**config.mk**
```make
export PLATFORM = sky130hd
export DESIGN_NAME = ex_muldiv_ctrl_flat
export DESIGN_NICKNAME = d
export VERILOG_FILES = /design/src/rtl/ex_muldiv_ctrl_pkg.sv /design/src/rtl/ex_muldiv_ctrl_if.sv /design/src/rtl/ex_muldiv_ctrl_step.sv /design/src/rtl/ex_muldiv_ctrl.sv /design/src/flat_wrapper.sv
export SDC_FILE = /design/constraint.sdc
export NUM_CORES = 1
export LEC_CHECK = 0
export BUFFER_PORTS_ARGS = -buffer_cell sky130_fd_sc_hd__buf_2
export CAP_MARGIN = 30
export CORE_UTILIZATION = 35
export DETAILED_ROUTE_END_ITERATION = 7
export PLACE_DENSITY_LB_ADDON = 0.2
export SYNTH_ARGS = -nofsm -noshare
export SYNTH_HDL_FRONTEND = slang
export SYNTH_SLANG_ARGS = --single-unit
```
**constraint.sdc**
```tcl
create_clock -name clk -period 9.05 [get_ports clk]
set_clock_uncertainty 0.2 [all_clocks]
set_input_delay 1.81 -clock clk [delete_from_list [all_inputs] [get_ports clk]]
set_output_delay 1.81 -clock clk [all_outputs]
set_load 0.005 [all_outputs]
```
**src/rtl/ex_muldiv_ctrl_pkg.sv**
```systemverilog
// Shared types for the EX-stage RV32M sequencer: op encoding (= funct3) and
// operand-class helpers.
package ex_muldiv_ctrl_pkg;

  localparam int unsigned MULDIV_LAT = 34;

  typedef enum logic [2:0] {
    OP_MUL    = 3'd0,
    OP_MULH   = 3'd1,
    OP_MULHSU = 3'd2,
    OP_MULHU  = 3'd3,
    OP_DIV    = 3'd4,
    OP_DIVU   = 3'd5,
    OP_REM    = 3'd6,
    OP_REMU   = 3'd7
  } muldiv_op_t;

  function automatic logic op_is_div(input muldiv_op_t op);
    return op inside {OP_DIV, OP_DIVU, OP_REM, OP_REMU};
  endfunction

  function automatic logic op_is_rem(input muldiv_op_t op);
    return op inside {OP_REM, OP_REMU};
  endfunction

  function automatic logic op_signed_a(input muldiv_op_t op);
    return op inside {OP_MULH, OP_MULHSU, OP_DIV, OP_REM};
  endfunction

  function automatic logic op_signed_b(input muldiv_op_t op);
    return op inside {OP_MULH, OP_DIV, OP_REM};
  endfunction

endpackage

```
**src/rtl/ex_muldiv_ctrl_if.sv**
```systemverilog
// EX-bus bundle between the pipeline (master) and the M-extension sequencer (slave).
interface ex_muldiv_ctrl_if #(
  parameter int unsigned XLEN = 32
);
  import ex_muldiv_ctrl_pkg::*;

  logic            valid_i;
  muldiv_op_t      op_i;
  logic [XLEN-1:0] rs1_i;
  logic [XLEN-1:0] rs2_i;
  logic [4:0]      rd_i;
  logic            flush_i;
  logic            ready_o;
  logic            stall_o;
  logic            done_o;
  logic [XLEN-1:0] result_o;
  logic [4:0]      rd_o;

  modport master (
    output valid_i, op_i, rs1_i, rs2_i, rd_i, flush_i,
    input  ready_o, stall_o, done_o, result_o, rd_o
  );

  modport slave (
    input  valid_i, op_i, rs1_i, rs2_i, rd_i, flush_i,
    output ready_o, stall_o, done_o, result_o, rd_o
  );

endinterface

```
**src/rtl/ex_muldiv_ctrl_step.sv**
```systemverilog
// One radix-2 iteration: LSB-first shift-add on {acc,mq} for multiply,
// restoring shift-subtract (quotient bits into mq LSB) for divide.
module muldiv_step #(
  parameter int unsigned XLEN = 32
) (
  input  logic [XLEN-1:0] acc_i,
  input  logic [XLEN-1:0] mq_i,
  input  logic [XLEN-1:0] opnd_i,
  input  logic            is_div_i,
  output logic [XLEN-1:0] acc_o,
  output logic [XLEN-1:0] mq_o
);

  logic [XLEN:0]   sum;
  logic [XLEN:0]   rem_sh;
  logic [XLEN-1:0] diff;
  logic            ge;

  always_comb begin
    sum    = {1'b0, acc_i} + (mq_i[0] ? {1'b0, opnd_i} : '0);
    rem_sh = {acc_i, mq_i[XLEN-1]};
    ge     = (rem_sh >= {1'b0, opnd_i});
    // True difference is below opnd_i, so the modular 32-bit subtract is exact.
    diff   = rem_sh[XLEN-1:0] - opnd_i;
    if (is_div_i) begin
      acc_o = ge ? diff : rem_sh[XLEN-1:0];
      mq_o  = {mq_i[XLEN-2:0], ge};
    end else begin
      acc_o = sum[XLEN:1];
      mq_o  = {sum[0], mq_i[XLEN-1:1]};
    end
  end

endmodule

```
**src/rtl/ex_muldiv_ctrl.sv**
```systemverilog
// Multi-cycle RV32M sequencer beside the EX ALU: latches one M op, iterates
// 32 radix-2 steps, sign-fixes, and presents rd/result for one cycle.
module ex_muldiv_ctrl
  import ex_muldiv_ctrl_pkg::*;
#(
  parameter int unsigned XLEN  = 32,
  parameter int unsigned CNT_W = $clog2(XLEN)
) (
  input  logic             clk,
  input  logic             rst_n,
  ex_muldiv_ctrl_if.slave  bus
);

  typedef enum logic [2:0] {
    ST_IDLE,
    ST_PREP,
    ST_CALC,
    ST_FIX,
    ST_DONE
  } state_t;

  localparam logic [CNT_W-1:0] CNT_LAST = CNT_W'(XLEN - 1);
  localparam logic [XLEN-1:0]  INT_MIN  = {1'b1, {(XLEN-1){1'b0}}};

  state_t            state_q, state_d;
  logic [CNT_W-1:0]  cnt_q, cnt_d;
  muldiv_op_t        op_q, op_d;
  logic [4:0]        rd_q, rd_d;
  logic [XLEN-1:0]   acc_q, acc_d;
  logic [XLEN-1:0]   mq_q, mq_d;
  logic [XLEN-1:0]   opnd_q, opnd_d;
  logic              neg_q, neg_d;
  logic              spec_q, spec_d;
  logic [XLEN-1:0]   result_q, result_d;

  logic [XLEN-1:0]   step_acc, step_mq;
  logic              a_sgn, b_sgn;
  logic [2*XLEN-1:0] prod, prod_n;

  muldiv_step #(.XLEN(XLEN)) u_step (
    .acc_i    (acc_q),
    .mq_i     (mq_q),
    .opnd_i   (opnd_q),
    .is_div_i (op_is_div(op_q)),
    .acc_o    (step_acc),
    .mq_o     (step_mq)
  );

  always_ff @(posedge clk) begin
    if (!rst_n) begin
      state_q  <= ST_IDLE;
      cnt_q    <= '0;
      op_q     <= OP_MUL;
      rd_q     <= '0;
      acc_q    <= '0;
      mq_q     <= '0;
      opnd_q   <= '0;
      neg_q    <= 1'b0;
      spec_q   <= 1'b0;
      result_q <= '0;
    end else begin
      state_q  <= state_d;
      cnt_q    <= cnt_d;
      op_q     <= op_d;
      rd_q     <= rd_d;
      acc_q    <= acc_d;
      mq_q     <= mq_d;
      opnd_q   <= opnd_d;
      neg_q    <= neg_d;
      spec_q   <= spec_d;
      result_q <= result_d;
    end
  end

  always_comb begin
    state_d  = state_q;
    cnt_d    = cnt_q;
    op_d     = op_q;
    rd_d     = rd_q;
    acc_d    = acc_q;
    mq_d     = mq_q;
    opnd_d   = opnd_q;
    neg_d    = neg_q;
    spec_d   = spec_q;
    result_d = result_q;

    a_sgn  = op_signed_a(op_q) & mq_q[XLEN-1];
    b_sgn  = op_signed_b(op_q) & opnd_q[XLEN-1];
    prod   = {acc_q, mq_q};
    prod_n = neg_q ? -prod : prod;

    unique case (state_q)
      ST_IDLE: begin
        if (bus.valid_i) begin
          state_d = ST_PREP;
          op_d    = bus.op_i;
          rd_d    = bus.rd_i;
          mq_d    = bus.rs1_i;
          opnd_d  = bus.rs2_i;
        end
      end
      ST_PREP: begin
        neg_d   = op_is_rem(op_q) ? a_sgn : (a_sgn ^ b_sgn);
        spec_d  = 1'b0;
        acc_d   = '0;
        mq_d    = a_sgn ? -mq_q : mq_q;
        opnd_d  = b_sgn ? -opnd_q : opnd_q;
        cnt_d   = '0;
        state_d = ST_CALC;
        // Special results park in acc and ride through FIX so result_q has a single load point.
        if (op_is_div(op_q) && opnd_q == '0) begin
          spec_d  = 1'b1;
          acc_d   = op_is_rem(op_q) ? mq_q : '1;
          state_d = ST_FIX;
        end else if (op_signed_a(op_q) && op_is_div(op_q) &&
                     mq_q == INT_MIN && opnd_q == '1) begin
          spec_d  = 1'b1;
          acc_d   = op_is_rem(op_q) ? '0 : INT_MIN;
          state_d = ST_FIX;
        end
      end
      ST_CALC: begin
        acc_d = step_acc;
        mq_d  = step_mq;
        cnt_d = cnt_q + CNT_W'(1);
        if (cnt_q == CNT_LAST) state_d = ST_FIX;
      end
      ST_FIX: begin
        if (spec_q) begin
          result_d = acc_q;
        end else begin
          unique case (op_q)
            OP_MUL:                       result_d = prod_n[XLEN-1:0];
            OP_MULH, OP_MULHSU, OP_MULHU: result_d = prod_n[2*XLEN-1:XLEN];
            OP_DIV, OP_DIVU:              result_d = neg_q ? -mq_q : mq_q;
            default:                      result_d = neg_q ? -acc_q : acc_q;
          endcase
        end
        state_d = ST_DONE;
      end
      ST_DONE: state_d = ST_IDLE;
      default: state_d = ST_IDLE;
    endcase

    if (bus.flush_i) state_d = ST_IDLE;
  end

  assign bus.ready_o  = (state_q == ST_IDLE);
  assign bus.done_o   = (state_q == ST_DONE);
  assign bus.stall_o  = bus.valid_i & ~bus.done_o;
  assign bus.result_o = result_q;
  assign bus.rd_o     = rd_q;

  a_valid_held: assert property (@(posedge clk) disable iff (!rst_n)
    (state_q inside {ST_PREP, ST_CALC, ST_FIX} && !bus.flush_i) |-> bus.valid_i);

endmodule
```
**src/flat_wrapper.sv**
```systemverilog
// flat-port wrapper written by rule: the top's interface ports become plain ports
module ex_muldiv_ctrl_flat import ex_muldiv_ctrl_pkg::*;
#(
  parameter int unsigned XLEN  = 32,
  parameter int unsigned CNT_W = $clog2(XLEN)
)
  (clk, rst_n, bus_valid_i, bus_op_i, bus_rs1_i, bus_rs2_i, bus_rd_i, bus_flush_i, bus_ready_o, bus_stall_o, bus_done_o, bus_result_o, bus_rd_o);
  ex_muldiv_ctrl_if #(.XLEN(XLEN)) bus_i ();
  input  logic clk;
  input  logic rst_n;
  input wire logic [$bits(bus_i.valid_i)-1:0] bus_valid_i;
  input wire logic [$bits(bus_i.op_i)-1:0] bus_op_i;
  input wire logic [$bits(bus_i.rs1_i)-1:0] bus_rs1_i;
  input wire logic [$bits(bus_i.rs2_i)-1:0] bus_rs2_i;
  input wire logic [$bits(bus_i.rd_i)-1:0] bus_rd_i;
  input wire logic [$bits(bus_i.flush_i)-1:0] bus_flush_i;
  output wire logic [$bits(bus_i.ready_o)-1:0] bus_ready_o;
  output wire logic [$bits(bus_i.stall_o)-1:0] bus_stall_o;
  output wire logic [$bits(bus_i.done_o)-1:0] bus_done_o;
  output wire logic [$bits(bus_i.result_o)-1:0] bus_result_o;
  output wire logic [$bits(bus_i.rd_o)-1:0] bus_rd_o;
  assign bus_i.valid_i = bus_valid_i;
  assign bus_i.op_i = bus_op_i;
  assign bus_i.rs1_i = bus_rs1_i;
  assign bus_i.rs2_i = bus_rs2_i;
  assign bus_i.rd_i = bus_rd_i;
  assign bus_i.flush_i = bus_flush_i;
  assign bus_ready_o = bus_i.ready_o;
  assign bus_stall_o = bus_i.stall_o;
  assign bus_done_o = bus_i.done_o;
  assign bus_result_o = bus_i.result_o;
  assign bus_rd_o = bus_i.rd_o;
  ex_muldiv_ctrl #(.XLEN(XLEN), .CNT_W(CNT_W)) u_core (.clk(clk), .rst_n(rst_n), .bus(bus_i));
endmodule
```
# Word-level counts from Yosys, hierarchy flattened
# Cells that the tools add are included.
# classes
n_addsub	7
order_cmp	1
eq_ne	18
n_mux	29
bitwise	6
n_reduce_logical	21
# ops
cell	count
two-way mux 32 bit	15
one-hot mux 32 bit (3 select lines)	2
one-hot mux 32 bit (2 select lines)	2
negation 32 bit	3
equality test 32 bit, second input constant	2
two-way mux 64 bit	1
negation 64 bit	1
adder 32 x 33 -> 33 bit	1
>= comparator 33 x 32 -> 1 bit	1
zero test 32 bit	1
subtractor 32 bit	1
equality test 3 bit, second input constant	5
equality test 3 x 2 -> 1 bit, second input constant	4
one-hot mux 3 bit (4 select lines)	1
one-hot mux 5 bit (2 select lines)	1
two-way mux 3 bit	3
nonzero test 4 bit	2
equality test 3 x 1 -> 1 bit, second input constant	2
zero test 3 bit	2
!= test 2 x 1 -> 1 bit, second input constant	3
AND reduction 3 bit	2
nonzero test 2 bit	3
nonzero test 3 bit	2
adder 5 x 1 -> 5 bit, second input constant	1
other kinds (10)	21
# word_totals
ff_bits	146
input_bits	76

# Logic depth before layout (Yosys ltp)
# logic_depth
depth_word	8
ltp_mapped	15
depth_no_buf	13

# Hierarchy
# Synthesis repeated with hierarchy kept, for this count alone.
# unflattened
cells_unflattened	2096
hier_area_um2	14762.9
# by_module_without_submodules
mod	instances	cells_per_inst	area_per_inst_um2	seq_area_each_um2
ex_muldiv_ctrl	1	1425	10064.7	2922.8
muldiv_step	1	671	4698.3	0.0

# Least setup slack after synthesis
# Ideal clock, no wire load.
# synth_path
kind	input-to-output
startpoint	input bus_valid_i
endpoint	output bus_stall_o
t_arrival_ps	1941
required_time_ps	7040
path_slack_ps	5099
path_stages	1
n_path_buf	0
cell_sequence	nor2b_1
# synth_between
elab_chain_cells	1
# synth_rtl
item	line_no	source
start: declaration	flat_wrapper.sv:11	input wire logic [$bits(bus_i.valid_i)-1:0] bus_valid_i;
AND 1 bit	ex_muldiv_ctrl.sv:150	assign bus.stall_o = bus.valid_i & ~bus.done_o;
end: declaration	flat_wrapper.sv:18	output wire logic [$bits(bus_i.stall_o)-1:0] bus_stall_o;
# No other way between the ends.

# Worst setup path in the final report
# layout_path
startpoint	register u_core.mq_q[0]
endpoint	register u_core.result_q[24] (netlist: u_core.bus.result_o[24])
# layout_between
elab_chain_cells	4
word_cells_on_any_way	6
# layout_rtl
item	line_no	source
start: declaration	ex_muldiv_ctrl.sv:30	logic [XLEN-1:0] mq_q, mq_d;
start signal: assignment	ex_muldiv_ctrl.sv:67	mq_q <= mq_d;
negation 64 bit or negation 32 bit (tied branches)	ex_muldiv_ctrl.sv:90, ex_muldiv_ctrl.sv:135	
two-way mux 64 bit or two-way mux 32 bit (tied branches)	ex_muldiv_ctrl.sv:90, ex_muldiv_ctrl.sv:135	
one-hot mux 32 bit (3 select lines) (*)	ex_muldiv_ctrl.sv:132	unique case (op_q)
two-way mux 32 bit (*)	ex_muldiv_ctrl.sv:129	if (spec_q) begin
end signal: assignment	ex_muldiv_ctrl.sv:71	result_q <= result_d;
end: declaration	ex_muldiv_ctrl.sv:34	logic [XLEN-1:0] result_q, result_d;
# Mark *: on every way between the ends. The rest lies on a longest branch, timed or not.
# A chain may end at the register's enable or synchronous reset.

==> metrics <==
power density over the cells 150 nW/um^2; Post-synth ARST share 0; post-synthesis sequential area ratio 0.198; htree depth 4; Crit. End Element flip-flop; DR vias/cell around 6.3; Clock Tree Root clkbuf_16; clock share of power 0.302; CP Launch Type flip-flop; Routed WL per cell between 20 and 25 um; worst slew pin tran between 1 and 1.5 ns; Port Buf Inserts around 120; Slew HR 0.253; post-CTS setup buffer count 0; Cell variety after synth 85; hpwl dp 46,600 um; Pint around 1400 uW; fin crit period about 4.4 ns; layout cells sized above 1 0.103; f_max 226 MHz; syn_nets 2,304; IO Count approximately 120; gr usage total 0.287; worst skew pair latency ~0.47 ns; drt first pass iters 6; Crit Path Max Fanout 37; initial drt markers 1,893; final period utilization 0.489; r2r startpoint u_core.mq_q[0]; antenna violations before repair 0; setup TNS 0 ns; CTS Buf Count 17; Post-synth EDFFs 0; Final nets approximately 2,300; sequential power share 0.324; vias roughly 17,000; core area 41,200 sq um; hold_buf cts 0; Slew Limit Fails 0; switching share of total power 0.419; synthesized cell area about 15,000 sq um; unrepaired setup endpoints after global routing false; worst reg2reg path depth 11; endpoints failing setup 0; ANT cells 0; Routed WL about 63,000 um; Post-route DRC 0; Starting Density 0.358; worst reg2reg endpoint u_core.bus.result_o[24]; vias in the first global route ~16,000; first-pass GRT wire length around 96,000 um; row cnt 74; Pwr Total between 2000 and 2500 uW; Setup Crit Path Kind flip-flop to flip-flop; Syn. warnings 0; TritonCTS clock tree built; Worst Hold Depth 2; ys flop type dfxtp_1; Max Cap Viol 0; gpl congestion just under 1; pin count of the biggest net entering global routing 103; clock transition at the registers of the reported paths ~0.070 ns; GRT Residual Overflow 0; r2r setup slk around 4.6 ns; VDD IR max 0.151 mV; Required @ worst endpoint roughly 9 ns; Leakage Power around 0.0062 uW; cells after synthesis approximately 2,200; Hold Path Class flip-flop to flip-flop; CP arrival approximately 4.5 ns; Clock Path Buffers 2; post-route ant nets 0; Comb pwr share 0.374; Synth Register Bits about 150; Die H about 210 um; WHS Endpoint u_core.bus.result_o[20]; Hold Violations, Final 0; Psw 1010 uW; Area Overhead vs Synth 9.08%; syn avg cell area roughly 6.8 sq um; status finished clean; Die ar. ~43,000 sq um; worst hold start u_core.bus.result_o[20]; die extent in x slightly above 200 um; clk sinks 146; CTS resizes 0
-- critical path: stages (launching register included) --
cell and delay (ns):
dfxtp_1 0.35, inv_2 0.50, ha_1 0.34, nor4b_1 0.64, nand2_1 0.36, or3_1 0.47, or2_2 0.33, or4_1 0.46
nand2_1 0.11, xnor2_1 0.08, a221oi_1 0.31, a221oi_1 0.13
-- synth_stat cells, drive strengths merged (39+ instances only) --
cell type,instances,area share
a21oi,182,0.062
ha,70,0.059
o21ai,220,0.075
nor2,253,0.064
nand2,215,0.055
nor3,76,0.026
xor2,44,0.027
clkbuf,165,0.042
xnor2,66,0.039
dfxtp,146,0.20
a22oi,39,0.020
mux2i,41,0.028
inv,70,0.018
-- worst max-delay path by stage --
stage	from	endpoint	slack (ns)	depth (start not counted)
floorplan	bus_valid_i	bus_stall_o	5.10	1
finish	u_core.mq_q[0]	u_core.bus.result_o[24]	4.63	11
CTS	u_core.mq_q[0]	u_core.bus.result_o[24]	4.67	11
global placement	rst_n	u_core.bus.result_o[26]	4.63	6
detailed placement	rst_n	u_core.bus.result_o[26]	4.58	6
global route	u_core.mq_q[0]	u_core.bus.result_o[18]	4.29	11
-- per-stage QoR --
stage | cell area, sq um | hold WS (ns) | instances | setup slack [ns] | utilization
floorplan | 14800 | 0.239 | 2156 | 5.10 | -
global placement | 15500 | 0.232 | 2639 | 4.63 | 0.376
detailed placement | 15500 | 0.244 | 2639 | 4.58 | 0.376
CTS | 16100 | 0.253 | 2671 | 4.67 | 0.390
global route | 16100 | 0.276 | 2672 | 4.29 | 0.391
finish | 16100 | 0.252 | 2672 | 4.63 | 0.391
-- area by class of cell --
cell class / count / area, sq um
clock buffer: 22 / 474
clock inverter: 10 / 101
fill: 4400 / 25100
inverter: 70 / 263
multi-input combinational: 1750 / 10900
sequential: 146 / 2930
tap: 532 / 666
timing repair buffer: 142 / 798
-- power groups by stage --
| stage | Clock, uW | Sequential [uW] | Combinational (uW) |
|---|---|---|---|
| global placement | 0 | 789 | 872 |
| detailed placement | 0 | 790 | 874 |
| finish | 728 | 781 | 901 |
| global route | 761 | 784 | 974 |
| floorplan | 0 | 718 | 660 |
| CTS | 734 | 776 | 880 |
-- logic make-up (layout without fill, tap and decap cells) --
| family | after synthesis | count (layout) | share of synthesized area |
|---|---|---|---|
| and+or+nand+nor | 752 | 752 | 0.237 |
| DFF | 146 | 146 | 0.198 |
| xor gates and xnor gates | 110 | 110 | 0.0658 |
| adders and majority gates | 72 | 72 | 0.0621 |
| buffers and inverters | 260 | 244 | 0.0682 |
| AOI/OAI and AO/OA | 768 | 768 | 0.335 |
| muxes | 48 | 48 | 0.0332 |
-- cell usage in the layout, fill, tap and decap left out, types with 27 or more instances in the layout --
master | synthesis | final
nor2_1 | 253 | 251
o21ai_0 | 215 | 215
nand2_1 | 214 | 213
a21oi_1 | 182 | 182
dfxtp_1 | 146 | 144
buf_2 | 11 | 115
nor3_1 | 76 | 75
ha_1 | 70 | 70
inv_1 | 69 | 68
xnor2_1 | 66 | 66
xor2_1 | 43 | 43
mux2i_1 | 41 | 41
a22oi_1 | 39 | 39
nand3_1 | 36 | 36
a211oi_1 | 32 | 32
a31oi_1 | 28 | 28
o211ai_1 | 27 | 27
a21o_1 | 27 | 27
-- routing by layer --
layer | global-route usage | up-vias | routed length [um]
met4 | 0.111 | 0 | 2090
met5 | 0 | - | 0
met1 | 0.390 | 8044 | 27700
li1 | - | 7872 | -
met2 | 0.440 | 799 | 27700
met3 | 0.0619 | 122 | 5420
-- registers in the layout, indices dropped and copies added, names as in the netlist --
register	cells
u_core.op_q	3
u_core.mq_q	32
u_core.spec_q	1
u_core.state_q	3
u_core.bus.result_o	32
u_core.neg_q	1
u_core.acc_q	32
u_core.bus.rd_o	5
u_core.opnd_q	32
u_core.cnt_q	5
Note: power is estimated with default switching activity, not from simulation.
